--- src/rtl/load_writeback_if.sv ---
// ============================================================================
// Module      : load_writeback_if
// Description : Result, RAM-read and register-file-write bundle for
//               load_writeback.
// Revision    : 1.0 - initial release
// ============================================================================
`default_nettype none

interface load_writeback_if;
    logic        in_valid;
    logic        in_ready;
    logic [4:0]  in_rd;
    logic [31:0] in_alu;
    logic        in_is_load;
    logic [1:0]  in_size;
    logic        in_unsigned;
    logic        mem_req;
    logic [31:0] mem_addr;
    logic        mem_ack;
    logic [31:0] mem_rdata;
    logic [4:0]  A3;
    logic [31:0] WD3;
    logic        WE3;
    logic        err;

    // Environment side: supplies results and RAM responses.
    modport master (
        output in_valid, in_rd, in_alu, in_is_load, in_size, in_unsigned,
        output mem_ack, mem_rdata,
        input  in_ready, mem_req, mem_addr, A3, WD3, WE3, err
    );

    modport slave (
        input  in_valid, in_rd, in_alu, in_is_load, in_size, in_unsigned,
        input  mem_ack, mem_rdata,
        output in_ready, mem_req, mem_addr, A3, WD3, WE3, err
    );
endinterface

`default_nettype wire

--- src/rtl/load_writeback.sv ---
// ============================================================================
// Module      : load_writeback
// Description : Writeback stage: ALU results go straight to the register
//               file, loads fetch a RAM word, extract and extend the lane.
//               Optional macro SUBWORD_LOAD_EN enables byte/half loads.
// Revision    : 1.0 - initial release
// ============================================================================
`default_nettype none

module load_writeback #(
    parameter int MEM_TIMEOUT = 15
) (
    input  wire logic       clk,
    input  wire logic       rst,
    load_writeback_if.slave bus
);

    localparam int CNT_W = (MEM_TIMEOUT > 1) ? $clog2(MEM_TIMEOUT) : 1;

    typedef enum logic [1:0] {
        IDLE     = 2'd0,
        WAIT_MEM = 2'd1,
        WRITE    = 2'd2
    } state_t;

    state_t           state_q, state_d;
    logic [CNT_W-1:0] cnt_q, cnt_d;
    logic             in_ready_q, in_ready_d;
    logic             mem_req_q, mem_req_d;
    logic [31:0]      mem_addr_q, mem_addr_d;
    logic [4:0]       a3_q, a3_d;
    logic [31:0]      wd3_q, wd3_d;
    logic             we3_q, we3_d;
    logic             err_q, err_d;
    logic [4:0]       rd_q, rd_d;

    logic             w_accept;
    logic             w_misaligned;
    logic [31:0]      w_load_data;

`ifdef SUBWORD_LOAD_EN
    logic [1:0]       off_q, off_d;
    logic [1:0]       size_q, size_d;
    logic             uns_q, uns_d;
    logic [7:0]       w_byte;
    logic [15:0]      w_half;

    always_comb begin
        w_misaligned = 1'b0;
        unique case (bus.in_size)
            2'b00:   w_misaligned = 1'b0;
            2'b01:   w_misaligned = bus.in_alu[0];
            default: w_misaligned = |bus.in_alu[1:0];
        endcase
    end

    // Little-endian lane select from the latched byte offset.
    always_comb begin
        w_byte      = 8'(bus.mem_rdata >> {off_q, 3'b000});
        w_half      = 16'(bus.mem_rdata >> {off_q[1], 4'b0000});
        w_load_data = bus.mem_rdata;
        unique case (size_q)
            2'b00:   w_load_data = uns_q ? {24'h0, w_byte} : {{24{w_byte[7]}}, w_byte};
            2'b01:   w_load_data = uns_q ? {16'h0, w_half} : {{16{w_half[15]}}, w_half};
            default: w_load_data = bus.mem_rdata;
        endcase
    end
`else
    logic unused_cfg;
    assign unused_cfg   = ^{bus.in_size, bus.in_unsigned};
    assign w_misaligned = |bus.in_alu[1:0];
    assign w_load_data  = bus.mem_rdata;
`endif

    assign w_accept = bus.in_valid && in_ready_q;

    always_comb begin
        state_d    = state_q;
        cnt_d      = cnt_q;
        mem_req_d  = mem_req_q;
        mem_addr_d = mem_addr_q;
        a3_d       = a3_q;
        wd3_d      = wd3_q;
        we3_d      = 1'b0;
        err_d      = 1'b0;
        rd_d       = rd_q;
`ifdef SUBWORD_LOAD_EN
        off_d      = off_q;
        size_d     = size_q;
        uns_d      = uns_q;
`endif
        unique case (state_q)
            IDLE, WRITE: begin
                state_d = IDLE;
                if (w_accept) begin
                    if (!bus.in_is_load) begin
                        state_d = WRITE;
                        a3_d    = bus.in_rd;
                        wd3_d   = bus.in_alu;
                        we3_d   = (bus.in_rd != 5'd0);
                    end else if (w_misaligned) begin
                        err_d   = 1'b1;
                    end else begin
                        state_d    = WAIT_MEM;
                        cnt_d      = '0;
                        mem_req_d  = 1'b1;
                        mem_addr_d = {bus.in_alu[31:2], 2'b00};
                        rd_d       = bus.in_rd;
`ifdef SUBWORD_LOAD_EN
                        off_d      = bus.in_alu[1:0];
                        size_d     = bus.in_size;
                        uns_d      = bus.in_unsigned;
`endif
                    end
                end
            end
            WAIT_MEM: begin
                // An ack in the final allowed cycle still completes the load.
                if (bus.mem_ack) begin
                    state_d   = WRITE;
                    mem_req_d = 1'b0;
                    a3_d      = rd_q;
                    wd3_d     = w_load_data;
                    we3_d     = (rd_q != 5'd0);
                end else if (cnt_q == CNT_W'(MEM_TIMEOUT - 1)) begin
                    state_d   = IDLE;
                    mem_req_d = 1'b0;
                    err_d     = 1'b1;
                end else begin
                    cnt_d     = cnt_q + 1'b1;
                end
            end
            default: state_d = IDLE;
        endcase
        in_ready_d = (state_d != WAIT_MEM);
    end

    always_ff @(posedge clk) begin
        if (rst) begin
            state_q    <= IDLE;
            cnt_q      <= '0;
            in_ready_q <= 1'b1;
            mem_req_q  <= 1'b0;
            mem_addr_q <= '0;
            a3_q       <= '0;
            wd3_q      <= '0;
            we3_q      <= 1'b0;
            err_q      <= 1'b0;
            rd_q       <= '0;
`ifdef SUBWORD_LOAD_EN
            off_q      <= '0;
            size_q     <= '0;
            uns_q      <= 1'b0;
`endif
        end else begin
            state_q    <= state_d;
            cnt_q      <= cnt_d;
            in_ready_q <= in_ready_d;
            mem_req_q  <= mem_req_d;
            mem_addr_q <= mem_addr_d;
            a3_q       <= a3_d;
            wd3_q      <= wd3_d;
            we3_q      <= we3_d;
            err_q      <= err_d;
            rd_q       <= rd_d;
`ifdef SUBWORD_LOAD_EN
            off_q      <= off_d;
            size_q     <= size_d;
            uns_q      <= uns_d;
`endif
        end
    end

    assign bus.in_ready = in_ready_q;
    assign bus.mem_req  = mem_req_q;
    assign bus.mem_addr = mem_addr_q;
    assign bus.A3       = a3_q;
    assign bus.WD3      = wd3_q;
    assign bus.WE3      = we3_q;
    assign bus.err      = err_q;

endmodule

`default_nettype wire

--- src/flat_wrapper.sv ---
// flat-port wrapper written by rule: the top's interface ports become plain ports
module load_writeback_flat 
#(
    parameter int MEM_TIMEOUT = 15
)
  (clk, rst, bus_in_valid, bus_in_rd, bus_in_alu, bus_in_is_load, bus_in_size, bus_in_unsigned, bus_mem_ack, bus_mem_rdata, bus_in_ready, bus_mem_req, bus_mem_addr, bus_A3, bus_WD3, bus_WE3, bus_err);
  load_writeback_if bus_i ();
  input  wire logic clk;
  input  wire logic rst;
  input wire logic [$bits(bus_i.in_valid)-1:0] bus_in_valid;
  input wire logic [$bits(bus_i.in_rd)-1:0] bus_in_rd;
  input wire logic [$bits(bus_i.in_alu)-1:0] bus_in_alu;
  input wire logic [$bits(bus_i.in_is_load)-1:0] bus_in_is_load;
  input wire logic [$bits(bus_i.in_size)-1:0] bus_in_size;
  input wire logic [$bits(bus_i.in_unsigned)-1:0] bus_in_unsigned;
  input wire logic [$bits(bus_i.mem_ack)-1:0] bus_mem_ack;
  input wire logic [$bits(bus_i.mem_rdata)-1:0] bus_mem_rdata;
  output wire logic [$bits(bus_i.in_ready)-1:0] bus_in_ready;
  output wire logic [$bits(bus_i.mem_req)-1:0] bus_mem_req;
  output wire logic [$bits(bus_i.mem_addr)-1:0] bus_mem_addr;
  output wire logic [$bits(bus_i.A3)-1:0] bus_A3;
  output wire logic [$bits(bus_i.WD3)-1:0] bus_WD3;
  output wire logic [$bits(bus_i.WE3)-1:0] bus_WE3;
  output wire logic [$bits(bus_i.err)-1:0] bus_err;
  assign bus_i.in_valid = bus_in_valid;
  assign bus_i.in_rd = bus_in_rd;
  assign bus_i.in_alu = bus_in_alu;
  assign bus_i.in_is_load = bus_in_is_load;
  assign bus_i.in_size = bus_in_size;
  assign bus_i.in_unsigned = bus_in_unsigned;
  assign bus_i.mem_ack = bus_mem_ack;
  assign bus_i.mem_rdata = bus_mem_rdata;
  assign bus_in_ready = bus_i.in_ready;
  assign bus_mem_req = bus_i.mem_req;
  assign bus_mem_addr = bus_i.mem_addr;
  assign bus_A3 = bus_i.A3;
  assign bus_WD3 = bus_i.WD3;
  assign bus_WE3 = bus_i.WE3;
  assign bus_err = bus_i.err;
  load_writeback #(.MEM_TIMEOUT(MEM_TIMEOUT)) u_core (.clk(clk), .rst(rst), .bus(bus_i));
endmodule
--- config.mk ---
export PLATFORM = sky130hd
export DESIGN_NAME = load_writeback_flat
export DESIGN_NICKNAME = d
export VERILOG_FILES = /design/src/rtl/load_writeback_if.sv /design/src/rtl/load_writeback.sv /design/src/flat_wrapper.sv
export SDC_FILE = /design/constraint.sdc
export NUM_CORES = 1
export LEC_CHECK = 0
export ABC_CLOCK_PERIOD_IN_PS = 3100
export BUFFER_PORTS_ARGS = -buffer_cell sky130_fd_sc_hd__buf_4
export CORE_ASPECT_RATIO = 1.1
export CORE_MARGIN = 4
export CORE_UTILIZATION = 52
export DETAILED_ROUTE_END_ITERATION = 16
export PLACE_DENSITY = 0.91
export SLEW_MARGIN = 40
export SYNTH_ARGS = -nofsm -noshare
export SYNTH_HDL_FRONTEND = slang
export SYNTH_SLANG_ARGS = --single-unit
export TNS_END_PERCENT = 5
--- constraint.sdc ---
create_clock -name clk -period 3.1 [get_ports clk]
set_input_delay 0.62 -clock clk [delete_from_list [all_inputs] [get_ports clk]]
set_output_delay 0.62 -clock clk [all_outputs]
set_load 0.005 [all_outputs]
# Word level (Yosys, flattened, before mapping)
# Cells that the tools add are included.
[classes] n_bitwise=1 multipliers=0 n_eq_ne=12 n_reduce_logical=11 div_mod_pow=0 addsub=1 n_mux=36 magnitude_cmp=0 n_shift=0
[op_table] op="32-bit 2-to-1 mux" count=3
[op_table] op="32-bit case mux with 2 select lines" count=1
[op_table] op="4-bit 2-to-1 mux" count=5
[op_table] op="5-bit 2-to-1 mux" count=3
[op_table] op="1-bit 2-to-1 mux" count=14
[op_table] op="2-bit inequality test, second input constant" count=6
[op_table] op="5-bit case mux with 2 select lines" count=1
[op_table] op="5-bit nonzero test" count=2
[op_table] op="2-bit 2-to-1 mux" count=4
[op_table] op="4-bit case mux with 2 select lines" count=1
[op_table] op="4-bit AND reduction" count=2
[op_table] op="1-bit case mux with 2 select lines" count=3
[op_table] op="6-bit AND reduction" count=1
[op_table] op="5-bit AND reduction" count=1
[op_table] op="4-bit by 1-bit adder with 4-bit output, second input constant" count=1
[op_table] op="4-bit equality test, second input constant" count=1
[op_table] op="2-bit by 1-bit inequality test with 1-bit output, second input constant" count=2
[op_table] op="2-bit case mux with 2 select lines" count=1
[op_table] op="2-bit OR reduction" count=2
[op_table] op="3-bit by 2-bit inequality test with 1-bit output, second input constant" count=1
[op_table] op="2-bit by 1-bit equality test with 1-bit output, second input constant" count=1
[op_table] op="2-bit equality test, second input constant" count=1
[op_table] op="2-bit zero test" count=1
[op_table] op="2-bit nonzero test" count=1
[op_table] op="2 further kinds" count=2
[word_totals] output_inout_bits=73 reg_bits=82 memories=0 ram_bits=0 latch_bits=0 rom_bits=0 wordCells=71

# Longest topological paths before layout
[depth] word_depth=6 ltp_mapped=5 depth_no_buf=5

# Worst setup path before layout
# OpenSTA, ideal clock, no wires.
[synth_path] path_type="input to register" startpoint="input bus_in_is_load" endpoint="register u_core.wd3_q[17], in the netlist u_core.bus.WD3[17]" required_time_ns=3.019 n_path_buf=2 arrival_time_ns=1.488 setup_slack_ns=1.530 setup_time_ns=0.081 cell_stages=5 cell_sequence="and4bb_1 > buf_2 > buf_2 > nor3_1 > a211oi_2"
[synth_via] elab_chain_cells=2
[synth_rtl] element="start: declaration" line_no="flat_wrapper.sv:13" text="input wire logic [$bits(bus_i.in_is_load)-1:0] bus_in_is_load;"
[synth_rtl] element="2-bit inequality test (no line)"
[synth_rtl] element="4-bit AND reduction (no line)"
[synth_rtl] element="end signal: assignment" line_no="load_writeback.sv:162" text="wd3_q <= wd3_d;"
[synth_rtl] element="end: declaration" line_no="load_writeback.sv:32" text="logic [31:0] wd3_q, wd3_d;"
# Every way passes these cells.
# A chain may end at the register's enable or synchronous reset.

# Worst setup path after layout
[layout_path] startpoint="register u_core.state_q[1]" endpoint="register u_core.wd3_q[26], in the netlist u_core.bus.WD3[26]"
[layout_via] elab_chain_cells=4 word_cells_on_any_way=10 cone_classes="eq/ne (5); mux (1); reduce/logical (4)"
[layout_rtl] element="start: declaration" line_no="load_writeback.sv:26" text="state_t state_q, state_d;"
[layout_rtl] element="start signal: assignment" line_no="load_writeback.sv:156" text="state_q <= state_d;"
[layout_rtl] element="2-bit equality test / 2-bit zero test (equally long branches)" line_no="load_writeback.sv:92" text="unique case (state_q)"
[layout_rtl] element="2-bit OR reduction" line_no="load_writeback.sv:92"
[layout_rtl] element="2-bit inequality test (no line), or another cell as far along"
[layout_rtl] element="4-bit AND reduction (no line)"
# Parallel ways exist; a longest one is shown, timed or not.

==> impl_metrics.env <==
export IMPL_start_kind="flop"
export IMPL_cp_required_ns=3.29
export IMPL_n_antenna_cell=0
export IMPL_ys_types=34
export IMPL_drt_total_wl_um=11000
export IMPL_crit_path_end_kind="flop"
export IMPL_timing_fmax_mhz=498.4
export IMPL_fin_tns_setup_ns=0
export IMPL_status="finished, final reports clean"
export IMPL_dp_slack_ns=0.9307
export IMPL_slew_viol_final=0
export IMPL_max_vdd_ir_drop_mv=0.2829
export IMPL_ys_warn_count=0
export IMPL_numCtsBuffers=9
export IMPL_synth_top_cell_area_share_pct=45.13
export IMPL_nets=589
export IMPL_viasPerCell=6.018
export IMPL_drtIter0Drc=248
export IMPL_grt_use_total_pct=25.76
export IMPL_p_per_area_nw_per_um2=477.6
export IMPL_gp_congestion=0.8384
export IMPL_grt_max_degree=66
export IMPL_yosysTopAreaCell="dfxtp_1"
export IMPL_cts_setup_buffers=0
export IMPL_synth_edf_count=0
export IMPL_pwr_share_seq_pct=48.5
export IMPL_clock_sinks=82
export IMPL_finalWorstSetupSlack_ns=1.094
export IMPL_ant_nets=0
export IMPL_clkPwrFrac_pct=35.5
export IMPL_p_int_mw=1.748
export IMPL_switching_share_pct=25.17
export IMPL_drc=0
export IMPL_cpPeakStageDelay_ns=0.56
export IMPL_cap_violations=0
export IMPL_drtPass1Iterations=4
export IMPL_dieArea_um2=8398
export IMPL_overflow=0
export IMPL_tightest_slew_ns=0.7772
export IMPL_antenna_found_initial=0
export IMPL_vias=3593
export IMPL_grt_first_pass_wirelength_um=17050
export IMPL_numPortBuffers=144
export IMPL_worstPathArrival_ns=2.20
export IMPL_wl_per_cell_um=18.42
export IMPL_synth_async_reset_ratio_pct=0
export IMPL_switchingPower_mw=0.5878
export IMPL_min_path_type="flop to flop"
export IMPL_relSlewSlack_pct=48.18
export IMPL_finalWorstPathRequiredPeriod_ns=2.006
export IMPL_fin_crit_sh_pct=64.72
export IMPL_setup_viol=0
export IMPL_syn_inst=388
export IMPL_cts_tree="built"
export IMPL_synth_area_um2=3637
export IMPL_critPathTopFamily="simple AND/OR/NAND/NOR gates"
export IMPL_path_cells="nand2b_2 > buf_4 > mux2i_1 > a211oi_2"
export IMPL_cts_hold_repair_buffers=0
export IMPL_ios=150
export IMPL_final_hold_violation_count=0
export IMPL_root_buffer="clkbuf_8"
export IMPL_yosysSeqAreaShare_pct=45.13
export IMPL_start_util_pct=54.20
export IMPL_syn_avg_cell_area_um2=9.374
export IMPL_power_leakage_nw=2.203
export IMPL_reg2reg_from="u_core.state_q[1]"
export IMPL_cp_max_fo=24
export IMPL_crit_type="flop to flop"
export IMPL_drive_gt1_share_pct=37.67
export IMPL_ys_top_cells_by_area="dfxtp_1 (45%), mux2i_1 (10%), a211oi_2 (6.9%), a21oi_1 (5.8%), o21ai_0 (5.2%)"
export IMPL_cts_buffer_depth=2
export IMPL_hold_path_startpoint="u_core.bus.mem_addr[14]"
export IMPL_fp_coreArea_um2=6710
export IMPL_path_buf_inv=1
export IMPL_die_w_um=87.74
export IMPL_grt_pass1_vias=3602
export IMPL_cts_resized=0
export IMPL_p_comb_share_pct=16.0
export IMPL_fin_skew_ns=0.005307
export IMPL_worst_hold_slack_ns=0.4771
export IMPL_path_clk_slew_ns=0.08
export IMPL_crit_start="u_core.state_q[1]"
export IMPL_die_h_um=95.72
export IMPL_dp_hpwl_um=7510
export IMPL_rsz0062_at_grt="false"
export IMPL_htreeDepth=3
export IMPL_area_growth_pct=34.43
export IMPL_ys_ff_latch=82
export IMPL_worstSkewPairLatency_ns=0.34
export IMPL_synthFlopType="dfxtp_1"
export IMPL_num_rows=31
export IMPL_worst_path_max_delay_cell="nand2b_2"
## synthesized netlist by cell type, drive strengths merged (3+ instances only)
| master | count |
|---|---|
| nor3 | 37 |
| mux2i | 37 |
| a21oi | 42 |
| nand3 | 37 |
| or3 | 4 |
| o21ai | 38 |
| a211oi | 37 |
| clkbuf | 17 |
| a21o | 3 |
| dfxtp | 82 |
| buf | 27 |
## logic make-up after synthesis
logic type	count (synthesis)	synth area share [%]
flops	82	45.13
fa+ha+maj	2	0.6879
simple gates	93	13.97
buf+inv	46	6.433
mux	37	10.18
compound gates	127	23.50
other cells	1	0.1031
## flip-flops by register name (all words and copies together) (netlist names)
name	cells
u_core.bus.A3	5
u_core.bus.WD3	32
u_core.bus.WE3	1
u_core.bus.err	1
u_core.bus.in_ready	1
u_core.bus.mem_addr	30
u_core.bus.mem_req	1
u_core.cnt_q	4
u_core.rd_q	5
u_core.state_q	2
## metal layers
metal	part of all wire, %	track usage [%]	up-vias
met5	0	0	-
met4	1.9	11.13	0
met3	6.9	4.366	22
met2	52	44.41	166
met1	39	31.51	1722
li1	-	-	1683
## power groups by stage
stage	Combinational (mW)	Sequential (mW)	Clock [mW]
after floorplan	0.180	1.16	0
after global routing	0.404	1.14	0.880
after detailed placement	0.373	1.16	0
after global placement	0.360	1.15	0
final	0.374	1.13	0.829
after CTS	0.374	1.13	0.841
## final timing paths
| check | end | slack, ns | depth (start not counted) |
|---|---|---|---|
| worst max-delay path | u_core.bus.WD3[26] | 1.09 | 4 |
| worst min-delay path | u_core.bus.mem_addr[14] | 0.48 | 2 |
| worst max register to register | u_core.bus.WD3[26] | 1.09 | 4 |
| worst min register to register | u_core.bus.mem_addr[14] | 0.48 | 2 |
## tightest hold or removal path: cells and delay by family (launching register included)
kind           cells  cell delay, ns
AO/OA/AOI/OAI      2            0.12
flip-flops         1            0.31
## area by class of cell
| cell class | instances | area, µm² |
|---|---|---|
| clock buffer | 12 | 135.1 |
| sequential | 82 | 1642 |
| clock inverter | 4 | 76.32 |
| timing repair buffer | 154 | 1156 |
| multi-input combinational | 261 | 1770 |
| fill | 521 | 1821 |
| inverter | 2 | 7.507 |
| tap | 82 | 102.6 |
## metrics by stage
stage	area (µm²)	cells	util, %	power (mW)
final	4890	597	72.87	2.335
after global routing	4890	597	72.87	2.423
after CTS	4890	597	72.87	2.346
after detailed placement	4678	581	69.72	1.528
after global placement	4678	581	69.72	1.513
after floorplan	3641	389	-	1.335
## cells in the final DEF, fill, tap and decap left out, types with 3 or more instances in the layout
cell type  netlist  final
or3_1            4      4
a21oi_1         42     42
clkbuf_1        17      3
mux2i_1         37     37
buf_4            5    154
nor3_1          37     37
a211oi_1        17     17
a211oi_2        20     20
nand3_1         37     37
a21o_1           3      3
clkbuf_8         0      9
dfxtp_1         82     82
o21ai_0         38     38
(Power assumes the default switching activity.)
